[config.mk]
export PLATFORM = sky130hd
export DESIGN_NAME = vga_timing_gen
export DESIGN_NICKNAME = d
export VERILOG_FILES = /design/src/rtl/vga_pkg.sv /design/src/rtl/vga_delay_line.sv /design/src/rtl/vga_timing_gen.sv
export SDC_FILE = /design/constraint.sdc
export NUM_CORES = 1
export LEC_CHECK = 0
export BUFFER_PORTS_ARGS = -buffer_cell sky130_fd_sc_hd__buf_2
export CORE_ASPECT_RATIO = 1.5
export CORE_MARGIN = 3
export CORE_UTILIZATION = 45
export DETAILED_ROUTE_END_ITERATION = 12
export GPL_TIMING_DRIVEN = 0
export PLACE_DENSITY_LB_ADDON = 0.3
export SLEW_MARGIN = 20
export SYNTH_ARGS = -nofsm -noshare
export SYNTH_HDL_FRONTEND = slang
export SYNTH_SLANG_ARGS = --single-unit
[constraint.sdc]
create_clock -name clk -period 3 [get_ports clk]
set_clock_uncertainty 0.1 [all_clocks]
set_input_delay 0.3 -clock clk [delete_from_list [all_inputs] [get_ports clk]]
set_output_delay 0.3 -clock clk [all_outputs]
set_load 0.05 [all_outputs]
[src/rtl/vga_pkg.sv]
// rtl/vga_pkg.sv - shared VGA timing defaults, total helpers and sync bundle type
package vga_pkg;

  localparam int DEF_H_DISPLAY = 640;
  localparam int DEF_H_FRONT   = 16;
  localparam int DEF_H_SYNC    = 96;
  localparam int DEF_H_BACK    = 48;
  localparam int DEF_V_DISPLAY = 480;
  localparam int DEF_V_FRONT   = 10;
  localparam int DEF_V_SYNC    = 2;
  localparam int DEF_V_BACK    = 33;

  function automatic int h_total(input int disp, input int front, input int sync, input int back);
    return disp + front + sync + back;
  endfunction

  function automatic int v_total(input int disp, input int front, input int sync, input int back);
    return disp + front + sync + back;
  endfunction

  // Internal sync levels are active-high; polarity is applied only at the top outputs.
  typedef struct packed {
    logic de;
    logic hs;
    logic vs;
  } sync_bundle_t;

  localparam sync_bundle_t SYNC_IDLE = '0;

endpackage

[src/rtl/vga_delay_line.sv]
// rtl/vga_delay_line.sv - enable-gated shift register of sync bundles, reset to idle
module vga_delay_line
  import vga_pkg::*;
#(
  parameter int DEPTH = 0
) (
  input  logic         clk,
  input  logic         reset,
  input  logic         en_i,
  input  sync_bundle_t d_i,
  output sync_bundle_t q_o
);

  if (DEPTH == 0) begin : g_bypass
    assign q_o = d_i;
  end else begin : g_shift
    sync_bundle_t stage_q [DEPTH];

    always_ff @(posedge clk) begin
      if (reset) begin
        for (int i = 0; i < DEPTH; i++) stage_q[i] <= SYNC_IDLE;
      end else if (en_i) begin
        stage_q[0] <= d_i;
        for (int i = 1; i < DEPTH; i++) stage_q[i] <= stage_q[i-1];
      end
    end

    assign q_o = stage_q[DEPTH-1];
  end

endmodule

[src/rtl/vga_timing_gen.sv]
// rtl/vga_timing_gen.sv - parametrised VGA timing: pixel enable, position, syncs, strobes, frame count
module vga_timing_gen
  import vga_pkg::*;
#(
  parameter int H_DISPLAY  = DEF_H_DISPLAY,
  parameter int H_FRONT    = DEF_H_FRONT,
  parameter int H_SYNC     = DEF_H_SYNC,
  parameter int H_BACK     = DEF_H_BACK,
  parameter int V_DISPLAY  = DEF_V_DISPLAY,
  parameter int V_FRONT    = DEF_V_FRONT,
  parameter int V_SYNC     = DEF_V_SYNC,
  parameter int V_BACK     = DEF_V_BACK,
  parameter int HSYNC_POL  = 0,
  parameter int VSYNC_POL  = 0,
  parameter int CLK_DIV    = 1,
  parameter int PIPE_DELAY = 0,
  parameter int COORD_W    = 10,
  parameter int FRAME_W    = 16
) (
  input  logic               clk,
  input  logic               reset,
  output logic               pix_en,
  output logic [COORD_W-1:0] hpos,
  output logic [COORD_W-1:0] vpos,
  output logic               display_on,
  output logic               hsync,
  output logic               vsync,
  output logic               line_start,
  output logic               frame_start,
  output logic [FRAME_W-1:0] frame_cnt
);

  localparam int H_TOTAL = h_total(H_DISPLAY, H_FRONT, H_SYNC, H_BACK);
  localparam int V_TOTAL = v_total(V_DISPLAY, V_FRONT, V_SYNC, V_BACK);
  localparam int DIV_W   = (CLK_DIV > 1) ? $clog2(CLK_DIV) : 1;

  localparam logic [DIV_W-1:0]   DIV_LAST = DIV_W'(CLK_DIV - 1);
  localparam logic [COORD_W-1:0] H_LAST   = COORD_W'(H_TOTAL - 1);
  localparam logic [COORD_W-1:0] V_LAST   = COORD_W'(V_TOTAL - 1);
  localparam logic [31:0] HS_START = 32'(H_DISPLAY + H_FRONT);
  localparam logic [31:0] HS_END   = 32'(H_DISPLAY + H_FRONT + H_SYNC);
  localparam logic [31:0] VS_START = 32'(V_DISPLAY + V_FRONT);
  localparam logic [31:0] VS_END   = 32'(V_DISPLAY + V_FRONT + V_SYNC);
  localparam logic [31:0] H_VIS    = 32'(H_DISPLAY);
  localparam logic [31:0] V_VIS    = 32'(V_DISPLAY);
  localparam logic HS_POL = HSYNC_POL[0];
  localparam logic VS_POL = VSYNC_POL[0];

  if (CLK_DIV < 1 || PIPE_DELAY < 0 || PIPE_DELAY > 7 ||
      H_TOTAL - 1 >= (1 << COORD_W) || V_TOTAL - 1 >= (1 << COORD_W)) begin : g_param_check
    $error("vga_timing_gen: illegal CLK_DIV, PIPE_DELAY or COORD_W");
  end

  logic [DIV_W-1:0]   div_q, div_d;
  logic               pix_q, pix_d;
  logic [COORD_W-1:0] hpos_q, hpos_d, vpos_q, vpos_d;
  logic [COORD_W-1:0] next_h, next_v;
  logic               line_q, line_d, frame_q, frame_d;
  logic [FRAME_W-1:0] fcnt_q, fcnt_d;
  sync_bundle_t       sync_q, sync_d, raw, dly;
  logic [31:0]        nh, nv;

  always_comb begin
    div_d = div_q + DIV_W'(1);
    pix_d = 1'b0;
    if (div_q == DIV_LAST) begin
      div_d = '0;
      pix_d = 1'b1;
    end

    next_h = hpos_q + COORD_W'(1);
    next_v = vpos_q;
    if (hpos_q == H_LAST) begin
      next_h = '0;
      next_v = (vpos_q == V_LAST) ? '0 : vpos_q + COORD_W'(1);
    end

    // Syncs are derived from the position about to be loaded so they line up with hpos/vpos.
    nh     = 32'(next_h);
    nv     = 32'(next_v);
    raw.de = (nh < H_VIS) && (nv < V_VIS);
    raw.hs = (nh >= HS_START) && (nh < HS_END);
    raw.vs = (nv >= VS_START) && (nv < VS_END);

    hpos_d  = hpos_q;
    vpos_d  = vpos_q;
    sync_d  = sync_q;
    line_d  = 1'b0;
    frame_d = 1'b0;
    fcnt_d  = fcnt_q;
    if (pix_q) begin
      hpos_d  = next_h;
      vpos_d  = next_v;
      sync_d  = raw;
      line_d  = (next_h == '0);
      frame_d = (next_h == '0) && (next_v == '0);
      if (frame_d) fcnt_d = fcnt_q + FRAME_W'(1);
    end
  end

  always_ff @(posedge clk) begin
    if (reset) begin
      div_q   <= '0;
      pix_q   <= 1'b0;
      hpos_q  <= '0;
      vpos_q  <= '0;
      sync_q  <= SYNC_IDLE;
      line_q  <= 1'b0;
      frame_q <= 1'b0;
      fcnt_q  <= '0;
    end else begin
      div_q   <= div_d;
      pix_q   <= pix_d;
      hpos_q  <= hpos_d;
      vpos_q  <= vpos_d;
      sync_q  <= sync_d;
      line_q  <= line_d;
      frame_q <= frame_d;
      fcnt_q  <= fcnt_d;
    end
  end

  vga_delay_line #(.DEPTH(PIPE_DELAY)) u_delay (
    .clk   (clk),
    .reset (reset),
    .en_i  (pix_q),
    .d_i   (sync_q),
    .q_o   (dly)
  );

  assign pix_en      = pix_q;
  assign hpos        = hpos_q;
  assign vpos        = vpos_q;
  assign display_on  = dly.de;
  assign hsync       = dly.hs ^ ~HS_POL;
  assign vsync       = dly.vs ^ ~VS_POL;
  assign line_start  = line_q;
  assign frame_start = frame_q;
  assign frame_cnt   = fcnt_q;

endmodule

==> out/metrics.yaml, run 1 <==
vias: 2724
postCtsHoldBufs: 0
synthDistinctLibCells: 54
critPathLaunch: "hpos[7]$_SDFFE_PP0P_"
fillers: 519
syn-cell-area_um2: 2540
final_cell_mix: "43 x buf_2, 35 x dfxtp_1, 31 x nor2_1"
finalHoldViolCount: 0
reg2reg_from: "hpos[7]$_SDFFE_PP0P_"
tns_ns: 0
coreArea_um2: 5290
cts_tree: "built"
layout_commonest_cell: "buf_2"
start_util_pct: 48.0
track_usage_pct: 22.1
min_period_over_period_pct: 97.7
die_y_um: 97.9
vias_per_cell: 5.97
fin_util_pct: 59.1
seq_area_frac_synth_pct: 33.9
ir_drop_mv: 0.240
synth_nets: 337
crit_path_end_kind: "flip-flop"
run_status: "complete, no violations"
clk_pin_slew_worst_paths_ns: 0.08
placed_cells: 440
rsz0062_at_grt: "true"
antenna_left: 0
slew_headroom_pct: 58.8
die_w_um: 67.3
cts_made_buffers: 5
clk_root_buffer_cell: "clkbuf_8"
nets: 394
first_pass_iters: 5
yosysTopAreaCell: "dfxtp_1"
rrSetupSlack_ns: 0.07
yosys_warnings: 0
max_freq_ghz: 0.341
hp-class: "flip-flop to flip-flop"
grt_pass1_vias: 2509
grt_max_degree: 15
drc: 0
placed_cell_area_um2: 2870
io_pins: 44
die-area_um2: 6590
powerDensity_nw_per_um2: 336
synth-seq-cells: 43
diodes: 0
maxCapViolCount: 0
slew_viol_final: 0
setup_viol: 0
antenna_found_initial: 0
synth-edff-count: 0
clkSinkCount: 43
async_flop_share_pct: 0
overflow: 0
postSynthCellCount: 330
synth_flop_cell: "dfxtp_1"
gp_congestion: 0.894
synth.area.top_cells: "dfxtp_1 34%, a21oi_1 5.7%, nor2_1 4.6%"
critPathKind: "flip-flop to flip-flop"
htreeDepth: 2
startpoint_type: "flip-flop"
drive_above_1_share_pct: 25.3
wl_per_cell_um: 15.7
leakagePower_uw: 0.00112
cp_max_fo: 6
drtIter0Drc: 175
final_area_um2: 3120
num_rows: 32
drt-total-wl_um: 7170
synth_top_area_share_pct: 33.9
port_buffers: 42
synthToLayoutAreaGrowth_pct: 23.1
finalNonFillerCells: 456
fin_crit_ns: 2.93
worst_pin_slew_ns: 0.613
avgSynthCellArea_um2: 7.69
clk_latency_ns: 0.30
hpwlAfterDp_um: 4830
ctsLongestPathBuffers: 2
power.total_uw: 1050
critPathArrivalTime_ns: 3.07
worstPathRequired_ns: 3.13
min_from: "div_q$_SDFF_PP0_"
grt_pass1_wl_um: 11600
[metrics by stage]
stage	setup WS [ns]	hold WS (ns)
floorplan	-0.0802	0.268
global placement	-0.387	0.271
detailed placement	-0.400	0.276
CTS	0.0219	0.289
global route	-0.0869	0.309
finish	0.0689	0.287
[path summary, 6_finish.rpt]
kind,end,cells past startpoint
worst max-delay path,frame_cnt[14]$_SDFFE_PP0P_,8
worst min-delay path,pix_en$_SDFF_PP0_,1
worst max register to register,frame_cnt[14]$_SDFFE_PP0P_,8
worst min register to register,pix_en$_SDFF_PP0_,1
[routing by layer]
metal  part of all wire (%)  global-route usage (%)
met5                      0                       0
met4                    2.3                    9.06
met3                    5.8                    3.80
met2                     50                    36.8
met1                     41                    27.4
[power breakdown]
part / switching, µW / internal, µW
Combinational: 61.9 / 21.1
Clock: 217 / 162
Sequential: 9.65 / 576
[sequential cells by signal (all words and copies together) (netlist names)]
signal	cells
frame_start	1
vpos	10
sync_q	3
pix_en	1
frame_cnt	16
line_start	1
hpos	10
div_q	1
[synthesized netlist by cell type (2+ instances only)]
| cell type | number |
|---|---|
| and4_1 | 3 |
| clkbuf_1 | 21 |
| a311oi_1 | 2 |
| a31oi_1 | 5 |
| ha_1 | 5 |
| nor4_1 | 8 |
| inv_1 | 10 |
| nand2_1 | 22 |
| or3_1 | 14 |
| nand3_1 | 17 |
| nand4b_1 | 2 |
| nor2b_1 | 3 |
| and3b_1 | 2 |
| xor2_1 | 7 |
| a32oi_1 | 2 |
| or4_1 | 5 |
| a21oi_1 | 29 |
| nor4b_1 | 2 |
| a211oi_1 | 2 |
| nor3_1 | 14 |
| and3_1 | 6 |
| o21ai_0 | 21 |
| nor2_1 | 31 |
| mux2i_1 | 3 |
| dfxtp_1 | 43 |
| nand4_1 | 8 |
| and2_1 | 4 |
| o31a_1 | 2 |
| o31ai_1 | 5 |
| buf_6 | 4 |
| xnor2_1 | 5 |
[critical path, cell delays in order, from the launching register on]
cell	delay, ns
dfxtp_4	0.37
or4b_4	0.61
or3_4	0.44
o31ai_4	0.19
and4_4	0.26
nand4_4	0.14
buf_6	0.16
or4_4	0.47
a21oi_2	0.12
[what timing repair did]
action | in CTS | in global routing
gates cloned | 2 | 0
setup buffers | 5 | 7
gates resized for setup | 12 | 17
endpoints found under the setup margin | 19 | 18
pin swaps | 7 | 10
[logic make-up (layout without fill, tap and decap cells)]
family          after synthesis  after routing  share of synthesized area, %
compound gates               82             82                          20.0
xor+xnor                     12             12                          4.14
fa+ha+maj                     5              5                          2.47
buf+inv                      38             95                          7.01
flops                        43             43                          33.9
mux                           4              4                          1.63
other cells                   1              1                         0.148
simple gates                145            146                          30.7
[final cells by class]
cell class | instances | area [µm²] | area share [%]
Clock buffer | 5 | 68.8 | 2.20
Tap cell | 68 | 85.1 | 2.73
Multi-Input combinational cell | 250 | 1630 | 52.2
Clock inverter | 3 | 20.0 | 0.641
Inverter | 10 | 37.5 | 1.20
Timing Repair Buffer | 55 | 302 | 9.66
Sequential cell | 43 | 876 | 28.1
Buffer | 22 | 104 | 3.33
Note: power is estimated with default switching activity, not from simulation.
==> inputs of run 2 (changes only) <==
- CORE_UTILIZATION: 45 -> 51
- SKIP_CTS_REPAIR_TIMING: not set -> 1
==> out/metrics.yaml, run 2 (synthesis results as in run 1) <==
run_status: "complete, but fails checks"  # was complete, no violations
violations: "setup timing"
vias_per_cell: 6.15  # was 5.97
drc: 0  # unchanged
min_period_over_period_pct: 101  # was 97.7%
cts_tree: "built"  # unchanged
coreArea_um2: 4650  # was 5290 µm²
fin_util_pct: 67.6  # was 59.1%
hp-class: "flip-flop to flip-flop"  # unchanged
clkSinkCount: 43  # unchanged
powerDensity_nw_per_um2: 386  # was 336 nW/µm²
clk_root_buffer_cell: "clkbuf_8"  # unchanged
grt_max_degree: 14  # was 15
slew_viol_final: 0  # unchanged
clk_pin_slew_worst_paths_ns: 0.08  # about the same
crit_path_end_kind: "flip-flop"  # unchanged
critPathArrivalTime_ns: 3.17  # was 3.07 ns
final_cell_mix: "43 x buf_2, 34 x dfxtp_1, 31 x nor2_1"  # was 43 x buf_2, 35 x dfxtp_1, 31 x nor2_1
setup_viol: 1  # was 0
ctsLongestPathBuffers: 2  # unchanged
fin_crit_ns: 3.03  # was 2.93 ns
port_buffers: 42  # unchanged
drt-total-wl_um: 7170  # about the same
io_pins: 44  # unchanged
ir_drop_mv: 0.433  # was 0.240 mV
gp_congestion: 0.927  # was 0.894
largest_reg_flops: 16  # unchanged
max_freq_ghz: 0.330  # was 0.341 GHz
die-area_um2: 5870  # was 6590 µm²
critPathLaunch: "hpos[7]$_SDFFE_PP0P_"  # unchanged
worst_pin_slew_ns: 0.680  # was 0.613 ns
drtIter0Drc: 216  # was 175
cts_made_buffers: 5  # unchanged
critPathKind: "flip-flop to flip-flop"  # unchanged
worstPathRequired_ns: 3.13  # about the same
min_from: "div_q$_SDFF_PP0_"  # unchanged
antenna_found_initial: 0  # unchanged
antenna_left: 0  # unchanged
die_w_um: 63.6  # was 67.3 µm
rsz0062_at_grt: "true"  # unchanged
htreeDepth: 2  # unchanged
hpwlAfterDp_um: 4820  # was 4830 µm
clk_latency_ns: 0.30  # about the same
leakagePower_uw: 0.00115  # was 0.00112 µW
start_util_pct: 54.5  # was 48.0%
die_y_um: 92.4  # was 97.9 µm
tns_ns: -0.0338  # was 0 ns
nets: 389  # was 394
maxCapViolCount: 0  # unchanged
finalHoldViolCount: 0  # unchanged
layout_commonest_cell: "buf_2"  # unchanged
whs_ns: 0.288  # was 0.287 ns
first_pass_iters: 5  # unchanged
cp_max_fo: 8  # was 6
grt_pass1_wl_um: 11400  # was 11600 µm
reg2reg_from: "hpos[7]$_SDFFE_PP0P_"  # unchanged
num_rows: 30  # was 32
diodes: 0  # unchanged
placed_cells: 436  # was 440
finalNonFillerCells: 447  # was 456
drive_above_1_share_pct: 23.8  # was 25.3%
slew_headroom_pct: 54.7  # was 58.8%
fillers: 416  # was 519
track_usage_pct: 23.8  # was 22.1%
overflow: 0  # unchanged
grt_pass1_vias: 2527  # was 2509
vias: 2750  # was 2724
startpoint_type: "flip-flop"  # unchanged
wl_per_cell_um: 16.0  # was 15.7 µm
worst_slack_ns: -0.0338  # was 0.0689 ns
synthToLayoutAreaGrowth_pct: 24.0  # was 23.1%
==> run 2: final timing paths <==
path                                endpoint  slack (ns)  cells past startpoint
setup / recovery  frame_cnt[14]$_SDFFE_PP0P_       -0.03                      8
hold / removal             pix_en$_SDFF_PP0_        0.29                      1
setup reg to reg  frame_cnt[14]$_SDFFE_PP0P_       -0.03                      8
hold reg to reg            pix_en$_SDFF_PP0_        0.29                      1
==> run 2: where the power goes <==
part           total (µW)  internal, µW  leakage [µW]  switching (µW)
Combinational        79.9          19.7      0.000735            60.2
Clock                 547           333     0.0000654             214
Sequential            585           575      0.000354            10.6
Total                1210           928       0.00115             285
==> run 2: per-stage QoR <==
step / total power [µW] / setup slack, ns / instance area, µm²
after floorplan: 654 / -0.0802 / 2570
after global placement: 673 / -0.374 / 2860
after detailed placement: 674 / -0.395 / 2860
after CTS: 1210 / -0.455 / 3000
after global routing: 1240 / -0.107 / 3150
final: 1210 / -0.0338 / 3150
==> run 2: layer usage <==
| metal | vias up | track usage, % | wire, µm |
|---|---|---|---|
| li1 | 1326 | - | - |
| met2 | 108 | 41.1 | 3590 |
| met5 | - | 0 | 0 |
| met3 | 27 | 4.49 | 383 |
| met4 | 0 | 12.3 | 253 |
| met1 | 1289 | 27.6 | 2940 |
==> run 2: layout make-up <==
class / instances / area (µm²) / area share [%]
sequential: 43 / 882 / 28.0
clock inverter: 2 / 60.1 / 1.91
timing repair buffer: 50 / 268 / 8.51
multi-input combinational: 249 / 1630 / 51.8
tap: 64 / 80.1 / 2.55
inverter: 10 / 37.5 / 1.19
clock buffer: 6 / 72.6 / 2.31
buffer: 23 / 116 / 3.70
==> run 2: critical path: stages, from the launching register on <==
cell     delay, ns
dfxtp_4       0.36
or4b_4        0.61
or3_4         0.45
o31ai_4       0.25
and4_4        0.26
nand4_4       0.14
buf_6         0.18
or4_4         0.48
a21oi_2       0.14
